**src/rtl/memory_bus_arbiter.sv**
```systemverilog
// ============================================================================
// Module   : memory_bus_arbiter
// Brief    : Sequenced grant FSM sharing one single-port Memory between the
//            interpreter (port 0), core instruction fetch (port 1) and core
//            data (port 2). One request is latched, run on the memory side,
//            and answered with a one-cycle response pulse to its owner.
//            Optional macro MEMORY_BUS_ARBITER_TIMEOUT_EN adds a memory
//            response watchdog and the sticky o_timeout_error output.
// Revision : 1.0 - initial release
// ============================================================================
`default_nettype none

module memory_bus_arbiter #(
  parameter int ADDR_WIDTH     = 32,
  parameter int DATA_WIDTH     = 32,
  parameter int TIMEOUT_CYCLES = 1024,
  parameter int TIMEOUT_BITS   = 11
) (
  input  logic                  clk,
  input  logic                  reset,
  input  logic                  i_priority_mode,
  input  logic                  i_core_enable,
  input  logic                  i_m0_read,
  input  logic                  i_m0_write,
  input  logic [ADDR_WIDTH-1:0] i_m0_address,
  input  logic [DATA_WIDTH-1:0] i_m0_write_data,
  output logic [DATA_WIDTH-1:0] o_m0_read_data,
  output logic                  o_m0_response,
  input  logic                  i_m1_read,
  input  logic                  i_m1_write,
  input  logic [ADDR_WIDTH-1:0] i_m1_address,
  input  logic [DATA_WIDTH-1:0] i_m1_write_data,
  output logic [DATA_WIDTH-1:0] o_m1_read_data,
  output logic                  o_m1_response,
  input  logic                  i_m2_read,
  input  logic                  i_m2_write,
  input  logic [ADDR_WIDTH-1:0] i_m2_address,
  input  logic [DATA_WIDTH-1:0] i_m2_write_data,
  output logic [DATA_WIDTH-1:0] o_m2_read_data,
  output logic                  o_m2_response,
  output logic                  o_memory_read,
  output logic                  o_memory_write,
  output logic [ADDR_WIDTH-1:0] o_memory_address,
  output logic [DATA_WIDTH-1:0] o_memory_write_data,
  input  logic [DATA_WIDTH-1:0] i_memory_read_data,
  input  logic                  i_memory_response,
  output logic [2:0]            o_grant,
  output logic                  o_busy
`ifdef MEMORY_BUS_ARBITER_TIMEOUT_EN
  ,
  output logic                  o_timeout_error
`endif
);

  // The watchdog counter must be able to reach TIMEOUT_CYCLES-1.
  if ((TIMEOUT_CYCLES < 1) || (TIMEOUT_CYCLES > (1 << TIMEOUT_BITS))) begin : g_bad_timeout_cfg
    $error("memory_bus_arbiter: TIMEOUT_BITS too small for TIMEOUT_CYCLES");
  end

  typedef enum logic [1:0] {
    S_IDLE    = 2'd0,
    S_ACCESS  = 2'd1,
    S_RESPOND = 2'd2
  } state_t;

  state_t                r_state;
  logic [1:0]            r_last;       // index of the port served most recently
  logic [1:0]            r_idx;        // index of the port owning the transaction
  logic [2:0]            r_grant;
  logic [2:0]            r_resp;
  logic                  r_busy;
  logic                  r_mem_read;
  logic                  r_mem_write;
  logic [ADDR_WIDTH-1:0] r_mem_addr;
  logic [DATA_WIDTH-1:0] r_mem_wdata;
  logic [DATA_WIDTH-1:0] r_rdata [3];

`ifdef MEMORY_BUS_ARBITER_TIMEOUT_EN
  logic [TIMEOUT_BITS-1:0] r_timer;
  logic                    r_timeout_error;
`endif

  // Per-port request views so the winner can be picked by index.
  logic [2:0]            w_req_rd;
  logic [2:0]            w_req_wr;
  logic [2:0]            w_elig;
  logic [ADDR_WIDTH-1:0] w_addr  [3];
  logic [DATA_WIDTH-1:0] w_wdata [3];
  logic                  w_found;
  logic [1:0]            w_win;
  logic [1:0]            w_cand;

  assign w_req_rd   = {i_m2_read,  i_m1_read,  i_m0_read};
  assign w_req_wr   = {i_m2_write, i_m1_write, i_m0_write};
  assign w_addr[0]  = i_m0_address;
  assign w_addr[1]  = i_m1_address;
  assign w_addr[2]  = i_m2_address;
  assign w_wdata[0] = i_m0_write_data;
  assign w_wdata[1] = i_m1_write_data;
  assign w_wdata[2] = i_m2_write_data;

  // Core ports only compete while the core is enabled.
  assign w_elig = (w_req_rd | w_req_wr) & {i_core_enable, i_core_enable, 1'b1};

  // Winner selection: fixed order 0,2,1 or round-robin after the last winner.
  always_comb begin
    w_found = 1'b0;
    w_win   = 2'd0;
    w_cand  = r_last;
    if (i_priority_mode) begin
      if (w_elig[0]) begin
        w_found = 1'b1;
        w_win   = 2'd0;
      end else if (w_elig[2]) begin
        w_found = 1'b1;
        w_win   = 2'd2;
      end else if (w_elig[1]) begin
        w_found = 1'b1;
        w_win   = 2'd1;
      end
    end else begin
      for (int k = 0; k < 3; k++) begin
        w_cand = (w_cand == 2'd2) ? 2'd0 : (w_cand + 2'd1);
        if (!w_found && w_elig[w_cand]) begin
          w_found = 1'b1;
          w_win   = w_cand;
        end
      end
    end
  end

  // Grant FSM with all outputs registered; reset abandons any transaction.
  always_ff @(posedge clk or negedge reset) begin
    if (!reset) begin
      r_state     <= S_IDLE;
      r_last      <= 2'd2;
      r_idx       <= 2'd0;
      r_grant     <= 3'b000;
      r_resp      <= 3'b000;
      r_busy      <= 1'b0;
      r_mem_read  <= 1'b0;
      r_mem_write <= 1'b0;
      r_mem_addr  <= '0;
      r_mem_wdata <= '0;
      for (int n = 0; n < 3; n++) r_rdata[n] <= '0;
`ifdef MEMORY_BUS_ARBITER_TIMEOUT_EN
      r_timer         <= '0;
      r_timeout_error <= 1'b0;
`endif
    end else begin
      case (r_state)
        S_IDLE: begin
          if (w_found) begin
            r_idx       <= w_win;
            r_grant     <= 3'b001 << w_win;
            r_busy      <= 1'b1;
            // A write wins when both read and write are raised.
            r_mem_write <= w_req_wr[w_win];
            r_mem_read  <= ~w_req_wr[w_win];
            r_mem_addr  <= w_addr[w_win];
            r_mem_wdata <= w_wdata[w_win];
            r_state     <= S_ACCESS;
          end
        end
        S_ACCESS: begin
          if (i_memory_response) begin
            r_rdata[r_idx] <= r_mem_write ? '0 : i_memory_read_data;
            r_resp         <= r_grant;
            r_last         <= r_idx;
            r_mem_read     <= 1'b0;
            r_mem_write    <= 1'b0;
            r_state        <= S_RESPOND;
`ifdef MEMORY_BUS_ARBITER_TIMEOUT_EN
          end else if (r_timer == TIMEOUT_BITS'(TIMEOUT_CYCLES - 1)) begin
            r_rdata[r_idx]  <= DATA_WIDTH'(32'hDEADBEEF);
            r_resp          <= r_grant;
            r_last          <= r_idx;
            r_mem_read      <= 1'b0;
            r_mem_write     <= 1'b0;
            r_timeout_error <= 1'b1;
            r_state         <= S_RESPOND;
          end else begin
            r_timer <= r_timer + 1'b1;
`endif
          end
        end
        S_RESPOND: begin
          r_resp      <= 3'b000;
          r_grant     <= 3'b000;
          r_busy      <= 1'b0;
          r_mem_addr  <= '0;
          r_mem_wdata <= '0;
          for (int n = 0; n < 3; n++) r_rdata[n] <= '0;
`ifdef MEMORY_BUS_ARBITER_TIMEOUT_EN
          r_timer <= '0;
`endif
          r_state <= S_IDLE;
        end
        default: r_state <= S_IDLE;
      endcase
    end
  end

  assign o_m0_read_data      = r_rdata[0];
  assign o_m1_read_data      = r_rdata[1];
  assign o_m2_read_data      = r_rdata[2];
  assign o_m0_response       = r_resp[0];
  assign o_m1_response       = r_resp[1];
  assign o_m2_response       = r_resp[2];
  assign o_memory_read       = r_mem_read;
  assign o_memory_write      = r_mem_write;
  assign o_memory_address    = r_mem_addr;
  assign o_memory_write_data = r_mem_wdata;
  assign o_grant             = r_grant;
  assign o_busy              = r_busy;
`ifdef MEMORY_BUS_ARBITER_TIMEOUT_EN
  assign o_timeout_error     = r_timeout_error;
`endif

endmodule

`default_nettype wire

```
**config.mk**
```make
export PLATFORM = sky130hd
export DESIGN_NAME = memory_bus_arbiter
export DESIGN_NICKNAME = d
export VERILOG_FILES = /design/src/rtl/memory_bus_arbiter.sv
export SDC_FILE = /design/constraint.sdc
export NUM_CORES = 1
export LEC_CHECK = 0
export ABC_AREA = 1
export BUFFER_PORTS_ARGS = -buffer_cell sky130_fd_sc_hd__clkbuf_2
export CAP_MARGIN = 40
export CORE_AREA = 2 2 159 161
export CTS_BUF_LIST = sky130_fd_sc_hd__clkbuf_4
export CTS_CLUSTER_DIAMETER = 120
export DETAILED_ROUTE_END_ITERATION = 10
export DIE_AREA = 0 0 161 163
export PLACE_DENSITY_LB_ADDON = 0.25
export REMOVE_ABC_BUFFERS = 1
export SLEW_MARGIN = 10
export SYNTH_ARGS = -nofsm -noshare
export SYNTH_HDL_FRONTEND = slang
export SYNTH_SLANG_ARGS = --single-unit
```
**constraint.sdc**
```tcl
create_clock -name clk -period 3.75 [get_ports clk]
set_input_delay 0.75 -clock clk [delete_from_list [all_inputs] [get_ports clk]]
set_output_delay 0.75 -clock clk [all_outputs]
set_load 0.005 [all_outputs]
```
# ---- Word level (Yosys, flattened, before mapping)
# Index checks and enable logic that the tools add are counted.
dict set report classes {
  muxes 57
  shift 1
  bitwise_logic 5
  magnitude_cmp 7
  n_reduce_logical 15
  n_addsub 3
  n_eq_ne 7
}
# operator n
set op_table {}
lappend op_table {{32-bit two-way mux} 8}
lappend op_table {{96-bit case mux with 2 select lines} 1}
lappend op_table {{32-bit binary-select mux with 2-bit select} 2}
lappend op_table {{32-bit case mux with 2 select lines} 2}
lappend op_table {{96-bit bitwise mux} 1}
lappend op_table {{96-bit two-way mux} 1}
lappend op_table {{32-bit demux with 2-bit select} 1}
lappend op_table {{2-bit two-way mux} 11}
lappend op_table {{1-bit two-way mux} 18}
lappend op_table {{2-bit by 3-bit < comparator with 1-bit output (second input constant)} 4}
lappend op_table {{3-bit case mux with 2 select lines} 2}
lappend op_table {{2-bit AND reduction} 5}
lappend op_table {{1-bit binary-select mux with 2-bit select} 4}
lappend op_table {{2-bit equality test (second input constant)} 4}
lappend op_table {{2-bit by 1-bit adder with 2-bit output (second input constant)} 3}
lappend op_table {{3-bit >= comparator (second input constant)} 2}
lappend op_table {{3-bit two-way mux} 2}
lappend op_table {{2-bit inverter with 3-bit output} 2}
lappend op_table {{1-bit case mux with 2 select lines} 3}
lappend op_table {{2-bit nonzero test} 3}
lappend op_table {{2-bit inequality test (second input constant)} 2}
lappend op_table {{2-bit case mux with 2 select lines} 1}
lappend op_table {{3-bit AND} 1}
lappend op_table {{1-bit logical AND} 3}
lappend op_table {{other kinds (8)} 9}
dict set report word_totals {
  wordCells 108
  register_bits 175
}

# ---- Depth between registers and ports, before layout
# Gate-level depths: netlist of the first run.
dict set report logic_depth {
  ltp_word 20
  depth_mapped 16
}

# ---- Least setup slack after synthesis of the first run
# No wires, ideal clock.
dict set report synth_timing {
  kind {in2reg}
  from {input port i_m0_read}
  to {register r_mem_addr[11], in the netlist o_memory_address[11]}
  path_buffers 2
  path_stages 12
  required_ns 3.620
  setup_slack_ns 1.600
  arrival_time_ns 2.021
  setup_ns 0.130
  cell_sequence {nor2_1 > nand2_1 > nand3_2 > nand3_1 > nand2_1 > nand3_2 > nand2_4 > nor2_2 > buf_4 > buf_6 > nand2_1 > nand4_1}
}
dict set report synth_via {
  elab_chain_cells 20
}
# element line_no
set synth_rtl {}
lappend synth_rtl {{from (decl)} 23} ;# input logic i_m0_read,
lappend synth_rtl {{3-bit OR (*)} 103} ;# assign w_elig = (w_req_rd | w_req_wr) & {i_core_enable, i_core_enable, 1'b1};
lappend synth_rtl {{3-bit AND (*)} 103}
lappend synth_rtl {{1-bit binary-select mux with 2-bit select} 124} ;# if (!w_found && w_elig[w_cand]) begin
lappend synth_rtl {{1-bit two-way mux (implied by the code)} 124}
lappend synth_rtl {{1-bit two-way mux} 124}
lappend synth_rtl {{1-bit two-way mux} 110} ;# if (i_priority_mode) begin
lappend synth_rtl {{1-bit zero test} 124}
lappend synth_rtl {{1-bit logical AND} 124}
lappend synth_rtl {{(+3 left out)} -}
lappend synth_rtl {{1-bit logical AND} 124}
lappend synth_rtl {{2-bit two-way mux} 124}
lappend synth_rtl {{2-bit two-way mux} 110}
lappend synth_rtl {{2-bit inverter with 3-bit output (implied by the code)} 160} ;# r_mem_addr <= w_addr[w_win];
lappend synth_rtl {{32-bit binary-select mux with 2-bit select} 160}
lappend synth_rtl {{32-bit two-way mux (implied by the code) (2 in a row)} 160}
lappend synth_rtl {{32-bit two-way mux} 153} ;# if (w_found) begin
lappend synth_rtl {{32-bit case mux with 2 select lines} 151} ;# case (r_state)
lappend synth_rtl {{to (signal assigned)} 160}
lappend synth_rtl {{to (decl)} 74} ;# logic [ADDR_WIDTH-1:0] r_mem_addr;
# Mark *: on every way between the ends. The rest lies on a longest branch, timed or not. The select of a mux whose other input is x is not followed.
# A chain may end at the register's enable or synchronous reset.

# ---- Worst setup path after layout of the first run
dict set report layout_timing {
  from {register r_last[1]}
  to {register r_mem_addr[29], in the netlist o_memory_address[29]}
}
dict set report layout_via {
  elab_chain_cells 20
}
# element line_no
set layout_rtl {}
lappend layout_rtl {{from (decl)} 67} ;# logic [1:0] r_last;
lappend layout_rtl {{from (signal assigned)} 169} ;# r_last <= r_idx;
lappend layout_rtl {{2-bit by 1-bit adder with 2-bit output or 2-bit equality test (tied branches)} 123} ;# w_cand = (w_cand == 2'd2) ? 2'd0 : (w_cand + 2'd1);
lappend layout_rtl {{2-bit two-way mux (*)} 123}
lappend layout_rtl {{branches (longest 18 deep; another with 2-bit by 1-bit adder with 2-bit output)} -}
# Mark *: on every way between the ends. The select of a mux whose other input is x is not followed.

==> results of run 1 <==
-- how the worst max path moves through the flow --
stage                          start                                to  slack (ns)  depth (start not counted)
6_report       r_last[1]$_DFFE_PN1P_  o_memory_address[29]$_DFFE_PN0P_        1.12                         13
5_1_grt        r_last[0]$_DFFE_PN0P_  o_memory_address[29]$_DFFE_PN0P_        0.79                         15
4_1_cts        r_last[1]$_DFFE_PN1P_  o_memory_address[13]$_DFFE_PN0P_        1.14                         13
3_5_place_dp               i_m0_read  o_memory_address[13]$_DFFE_PN0P_        0.61                         13
3_3_place_gp               i_m0_read  o_memory_address[30]$_DFFE_PN0P_        0.64                         15
2_1_floorplan              i_m0_read  o_memory_address[15]$_DFFE_PN0P_        0.71                          9
-- layout make-up --
cell class	instances	area share [%]
antenna	4	0.0929
clock inverter	14	1.18
timing repair buffer	425	21.0
tap	330	3.83
clock buffer	18	1.25
sequential	175	40.7
inverter	48	1.67
multi-input combinational	716	30.3
-- synth_stat cells, drive strengths merged (2+ instances only) --
cell type,count,area share [%]
clkbuf,35,1.6
nand3,157,9.8
a32o,2,0.25
buf,35,2.3
o21ai,103,6.4
nand4,63,4.9
a21oi,3,0.18
nor3,2,0.12
dfrtp,174,54
nand2,366,17
inv,48,2.2
nor2,16,0.96
-- placed cells by master, fill, tap and decap left out --
master and n:
a211oi_1 1, a21oi_1 3, a32o_1 2, buf_12 1
buf_16 3, buf_4 17, clkbuf_2 402, clkbuf_4 18
clkbuf_8 1, clkinv_1 1, clkinv_4 1, clkinv_8 1
clkinvlp_4 4, dfrtp_1 174, dfstp_2 1, diode_2 4
dlygate4sd3_1 1, inv_1 39, inv_2 9, inv_6 4
inv_8 3, nand2_1 362, nand2_2 3, nand2_4 1
nand3_1 154, nand3_2 3, nand4_1 63, nor2_1 12
nor2_2 1, nor2_4 3, nor3_1 2, o211ai_1 1
o21ai_0 100, o21ai_1 2, o21ai_2 1, o22ai_1 1
o31ai_1 1
-- through the flow --
stage | cells | hold slack, ns
6_report | 1730 | 0.393
5_1_grt | 1730 | 0.315
4_1_cts | 1724 | 0.254
3_5_place_dp | 1692 | 0.461
3_3_place_gp | 1690 | 0.463
2_1_floorplan | 939 | 0.454
-- state kept, by name, summed over array words and instances, names as in the netlist, 2 cells and up --
| signal | flops |
|---|---|
| r_state | 2 |
| o_memory_write_data | 32 |
| o_m1_read_data | 32 |
| o_grant | 3 |
| r_idx | 2 |
| o_m2_read_data | 32 |
| r_resp | 3 |
| o_memory_address | 32 |
| o_m0_read_data | 32 |
| r_last | 2 |
-- what timing repair did --
| action | CTS | global route |
|---|---|---|
| hold buffers | 0 | 1 |
| hold endpoints to repair | 0 | 4 |
| setup buffers | 0 | 0 |
-- cells by family (layout without fill, tap and decap cells) --
family / after synthesis / after routing / share of synthesized area [%]
and+or+nand+nor: 604 / 604 / 32.8
DFF: 175 / 175 / 54.0
buffers and inverters: 118 / 505 / 6.09
AOI/OAI and AO/OA: 112 / 112 / 7.18
other: 0 / 4 / 0
-- metal layers --
metal  up-vias  wire length, µm
met5         -                0
met4         0              935
met3        37             2230
met2       372            14300
met1      3966            12400
li1       4112                -
-- worst max-delay path: cells and delay by family, from the launching register on --
family                 cells  cell delay, ns
DFF                        1            0.61
and+or+nand+nor           10            1.29
buffers and inverters      3            0.67
-- power by group --
group	switching (W)	internal, W
logic	0.00234	0.00143
registers	0.000495	0.00272
clock network	0.000766	0.000296
total	0.00360	0.00444
==> metrics, run 1 <==
hold path start i_m0_address[20]; Worst R2R Setup Slack around 1.1 ns; register area 4380 µm²; Worst Tran Pin Value slightly above 0.8 ns; Max Slew Vio Count 0; Mapped Area 8120 µm²; Achievable Freq ~0.38 GHz; Setup WS pre-CTS between 0.6 and 0.7 ns; std cell rows 58; final setup fails 0; Vias 8487; Initial DRC Count 587; Max-cap violations 0; initial antenna violation count 5; critical path type flip-flop to flip-flop; r2r startpoint r_last[1]$_DFFE_PN1P_; CTS H-tree lvls 4; setup TNS 0 ns; GR Layer Usage met1 ~29%; Critical Path Max Stage Delay about 0.6 ns; synthesis-stage register bit count around 180; min Tclk post-route ~2.6 ns; largest net degree at the start of global routing 100; FF-to-FF End o_memory_address[29]$_DFFE_PN0P_; overall routing resource usage about 22%; Hold Path Stages 3; Crit path required time about 4.2 ns; residual DRC count 0; CTS Buf Count 17; CTS Root Buffer Type clkbuf_4; VDD IR-drop max roughly 0.46 mV; post-cts resize count 0; fin area 10800 µm²; final worst setup slack between 1 and 1.5 ns; Seq/Total Area, Yosys 54.0%; first-pass GRT wire length approximately 46000 µm; Worst Hold Path EP o_memory_address[20]$_DFFE_PN0P_; crit-path cells nor2_1, nand2_1, inv_1, nor2_1, nand3_1, nand2_1, nand3_2, nand2_4, buf_4, inv_2, nor2_4, nand2_1, nand4_1; Bufs on Longest Clock Path 2; Syn Inst Count roughly 1000; Clk Latency, worst-skew pair between 0.5 and 0.6 ns; Final Util between 40% and 50%; min-delay worst type primary input to flip-flop; Initial Util 32.9%; period utilization 70.3%; Final Hold Fails 0; detailed-route vias per instance a little under 5; final WL 29800 µm; RSZ-0062 raised after global routing false; Final GP Congestion 0.846; Post-synth EDFFs 0; Die X 161 µm; Core ar. roughly 25000 µm²; Avg WL per Cell around 17 µm; Power, Total between 0.008 and 0.009 W; met2 global-route usage roughly 37%; Worst setup SP type flip-flop; worst r2r path cells 13; met3 usage roughly 5.7%; total gr overflow 0; dpl hpwl approximately 22000 µm; prevailing post-synth register cell dfrtp_1; clk_skew around 0.029 ns; status finished clean; Fill cells between 2000 and 3000; crit path DAT roughly 3.1 ns; critical path peak fanout between 40 and 50; area of the die between 20000 and 30000 µm²; placed cell area 10500 µm²; GR peak layer met2; TritonCTS clock tree built; Slew HR 44.8%; Synth warnings 0; clk slew on worst S/H paths about 0.18 ns; Port Buf Inserts ~400; # clock sinks roughly 180; DRT Pass-1 Iters 5; CP Capture Type flip-flop; Post-Syn Area per Cell 8.05 µm²; Net count, final between 1500 and 2000; Antenna Nets Post-Route 0; CP dominant cell by count nand2_1; leakage power 5.88 nW; area delta synth->final 32.7%; DIE HEIGHT between 150 and 200 µm; Synth cell types 28; ys async rst share 100%; share of layout cells above drive strength 1 34.2%; vias in the first global route ~8000; pwr/cell area about 750 nW/µm²; # IOs 404; Worst path slowest cell dfstp_2; area of the multi-input gates roughly 3300 µm²
Power figures use the tool's default switching activity.
==> run 2, diff against run 1 <==
==> constraint.sdc (replaced) <==
create_clock -name clk -period 2.65 [get_ports clk]
set_input_delay 0.53 -clock clk [delete_from_list [all_inputs] [get_ports clk]]
set_output_delay 0.53 -clock clk [all_outputs]
set_load 0.005 [all_outputs]
==> run 2 against run 1 <==
- clock skew is 0.0094 ns higher
- routed wire length is 0.69% lower
- core utilization is 0.39 points higher
- critical endpoint is now o_memory_address[14]$_DFFE_PN0P_
- sequential share of layout area is 0.36 points lower
- design area is 0.89% higher
- largest power group unchanged
- via count hardly changed
- critical path type unchanged
==> metrics, run 2 (synthesized netlist as in run 1, its figures left out) <==
status finished clean; register area between 4000 and 5000 µm²; Clock power frac between 10% and 20%; min-delay worst type primary input to flip-flop; Placed Cells between 1500 and 2000; Net count, final ~1600; total gr overflow 0; VDD IR-drop max approximately 0.43 mV; post-CTS setup buffers 0; most frequent cells in the layout clkbuf_2 (402), nand2_1 (362), dfrtp_1 (174); Die X 161 µm; Max Slew Vio Count 0; first-pass GRT wire length 45200 µm; Layout Cells excl Fill 1735; overall routing resource usage between 20 and 25%; Final Hold Fails 0; final hold slack 0.144 ns; Power Internal 0.00639 W; TritonCTS clock tree built; crit path DAT 2.68 ns; Vias 8480; Worst setup SP type flip-flop; P_sw a little over 0.005 W; Initial Util 32.9%; Clk Latency, worst-skew pair between 0.5 and 0.6 ns; Port Buf Inserts 403; fin area around 11000 µm²; share of layout cells above drive strength 1 approximately 34%; Antenna Nets Post-Route 0; final worst setup slack about 0.48 ns; leakage power slightly below 6 nW; Initial DRC Count approximately 700; period utilization 82.0%; DRT Pass-1 Iters 5; Final GP Congestion around 0.88; pwr/cell area between 1000 and 1500 nW/µm²; Comb pwr share a little under half; final setup fails 0; Setup WS pre-CTS roughly 0.24 ns; commonest non-fill, non-tap cell in the layout clkbuf_2; CTS H-tree lvls 4; Fill cells approximately 2600; vias in the first global route 7984; min Tclk post-route approximately 2.2 ns; CTS Buf Count 17; critical path type flip-flop to flip-flop; final WL between 20000 and 30000 µm; largest net degree at the start of global routing 83; Bufs on Longest Clock Path 2; # clock sinks 175; Sw Ratio around 45%; initial antenna violation count 5; Power, Total roughly 0.012 W; RSZ-0062 raised after global routing false; dpl hpwl around 22000 µm; Slew HR 60.7%; post-cts resize count 0; # IOs slightly above 400; clk slew on worst S/H paths ~0.17 ns; detailed-route vias per instance 4.89; critical path peak fanout 22; area delta synth->final 33.9%; clk_skew between 0.03 and 0.04 ns; Crit path required time between 3 and 4 ns; area of the die 26200 µm²; Seq pwr share roughly two fifths; Worst R2R Setup Slack 0.48 ns; placed cell area between 10000 and 15000 µm²; Achievable Freq between 0.4 and 0.5 GHz; Worst Tran Pin Value a little under 0.6 ns; Avg WL per Cell 17.1 µm; CP Capture Type flip-flop; std cell rows 58; DIE HEIGHT 163 µm; CTS Root Buffer Type clkbuf_4; area of the multi-input gates approximately 3300 µm²; residual DRC count 0; Core ar. about 25000 µm²; Max-cap violations 0
==> run 2: routing by layer <==
metal  share of wire, %  routed length [µm]  track usage [%]  up-vias
met4                2.2                 649             7.79        2
met3                6.8                2020             5.22       28
li1                   -                   -                -     4110
met1                 42               12400             28.4     3973
met2                 49               14500             37.0      367
met5              0.044                  13                0        -
==> run 2: worst paths after layout <==
kind | startpoint | to | cells past startpoint
worst max-delay path | r_last[1]$_DFFE_PN1P_ | o_memory_address[14]$_DFFE_PN0P_ | 15
max in group asynchronous | reset | o_memory_write_data[16]$_DFFE_PN0P_ | 3
min in group asynchronous | reset | o_m0_read_data[8]$_DFFE_PN0P_ | 2
worst min register to register | o_memory_write_data[24]$_DFFE_PN0P_ | o_memory_write_data[24]$_DFFE_PN0P_ | 2
worst max register to register | r_last[1]$_DFFE_PN1P_ | o_memory_address[14]$_DFFE_PN0P_ | 15
worst min-delay path | i_memory_response | r_state[0]$_DFFE_PN0P_ | 2
==> run 2: power groups by stage <==
stage	combinational (W)	sequential, W	clock, W
floorplan	0.00261	0.00460	0
global placement	0.00543	0.00459	0
detailed placement	0.00552	0.00461	0
CTS	0.00553	0.00456	0.00157
global route	0.00609	0.00469	0.00169
finish	0.00547	0.00456	0.00150
==> run 2: layout make-up <==
class / count / share of cell area, %
inverters: 48 / 1.66
clock inverters: 15 / 1.35
flip-flops and latches: 175 / 40.3
clock buffers: 17 / 1.17
repair buffers: 430 / 21.6
well taps: 330 / 3.80
diodes: 4 / 0.0921
multi-input cells: 716 / 30.0
==> run 2: stage by stage <==
stage / TNS [ns] / utilization (%)
floorplan: -14.52 / -
global placement: 0 / 42.8
detailed placement: 0 / 42.9
CTS: 0 / 44.0
global route: 0 / 44.1
finish: 0 / 44.1
==> run 2: critical path, cell delays in order, from the launching register on <==
cell and delay (ns):
dfstp_2 0.62, nor2_1 0.11, nand2_1 0.08, nand2_1 0.05
nor2_1 0.16, nand3_1 0.10, nand2_1 0.07, nand3_1 0.12
nand2_2 0.13, buf_4 0.29, nand2_1 0.11, nand2_1 0.08
inv_1 0.04, nand2_1 0.05, nand2_1 0.05, nand2_1 0.07
==> run 2: repair_timing <==
action,in CTS,in global routing
endpoints found under the setup margin,0,0
hold buffers,1,0
hold endpoints to repair,60,0
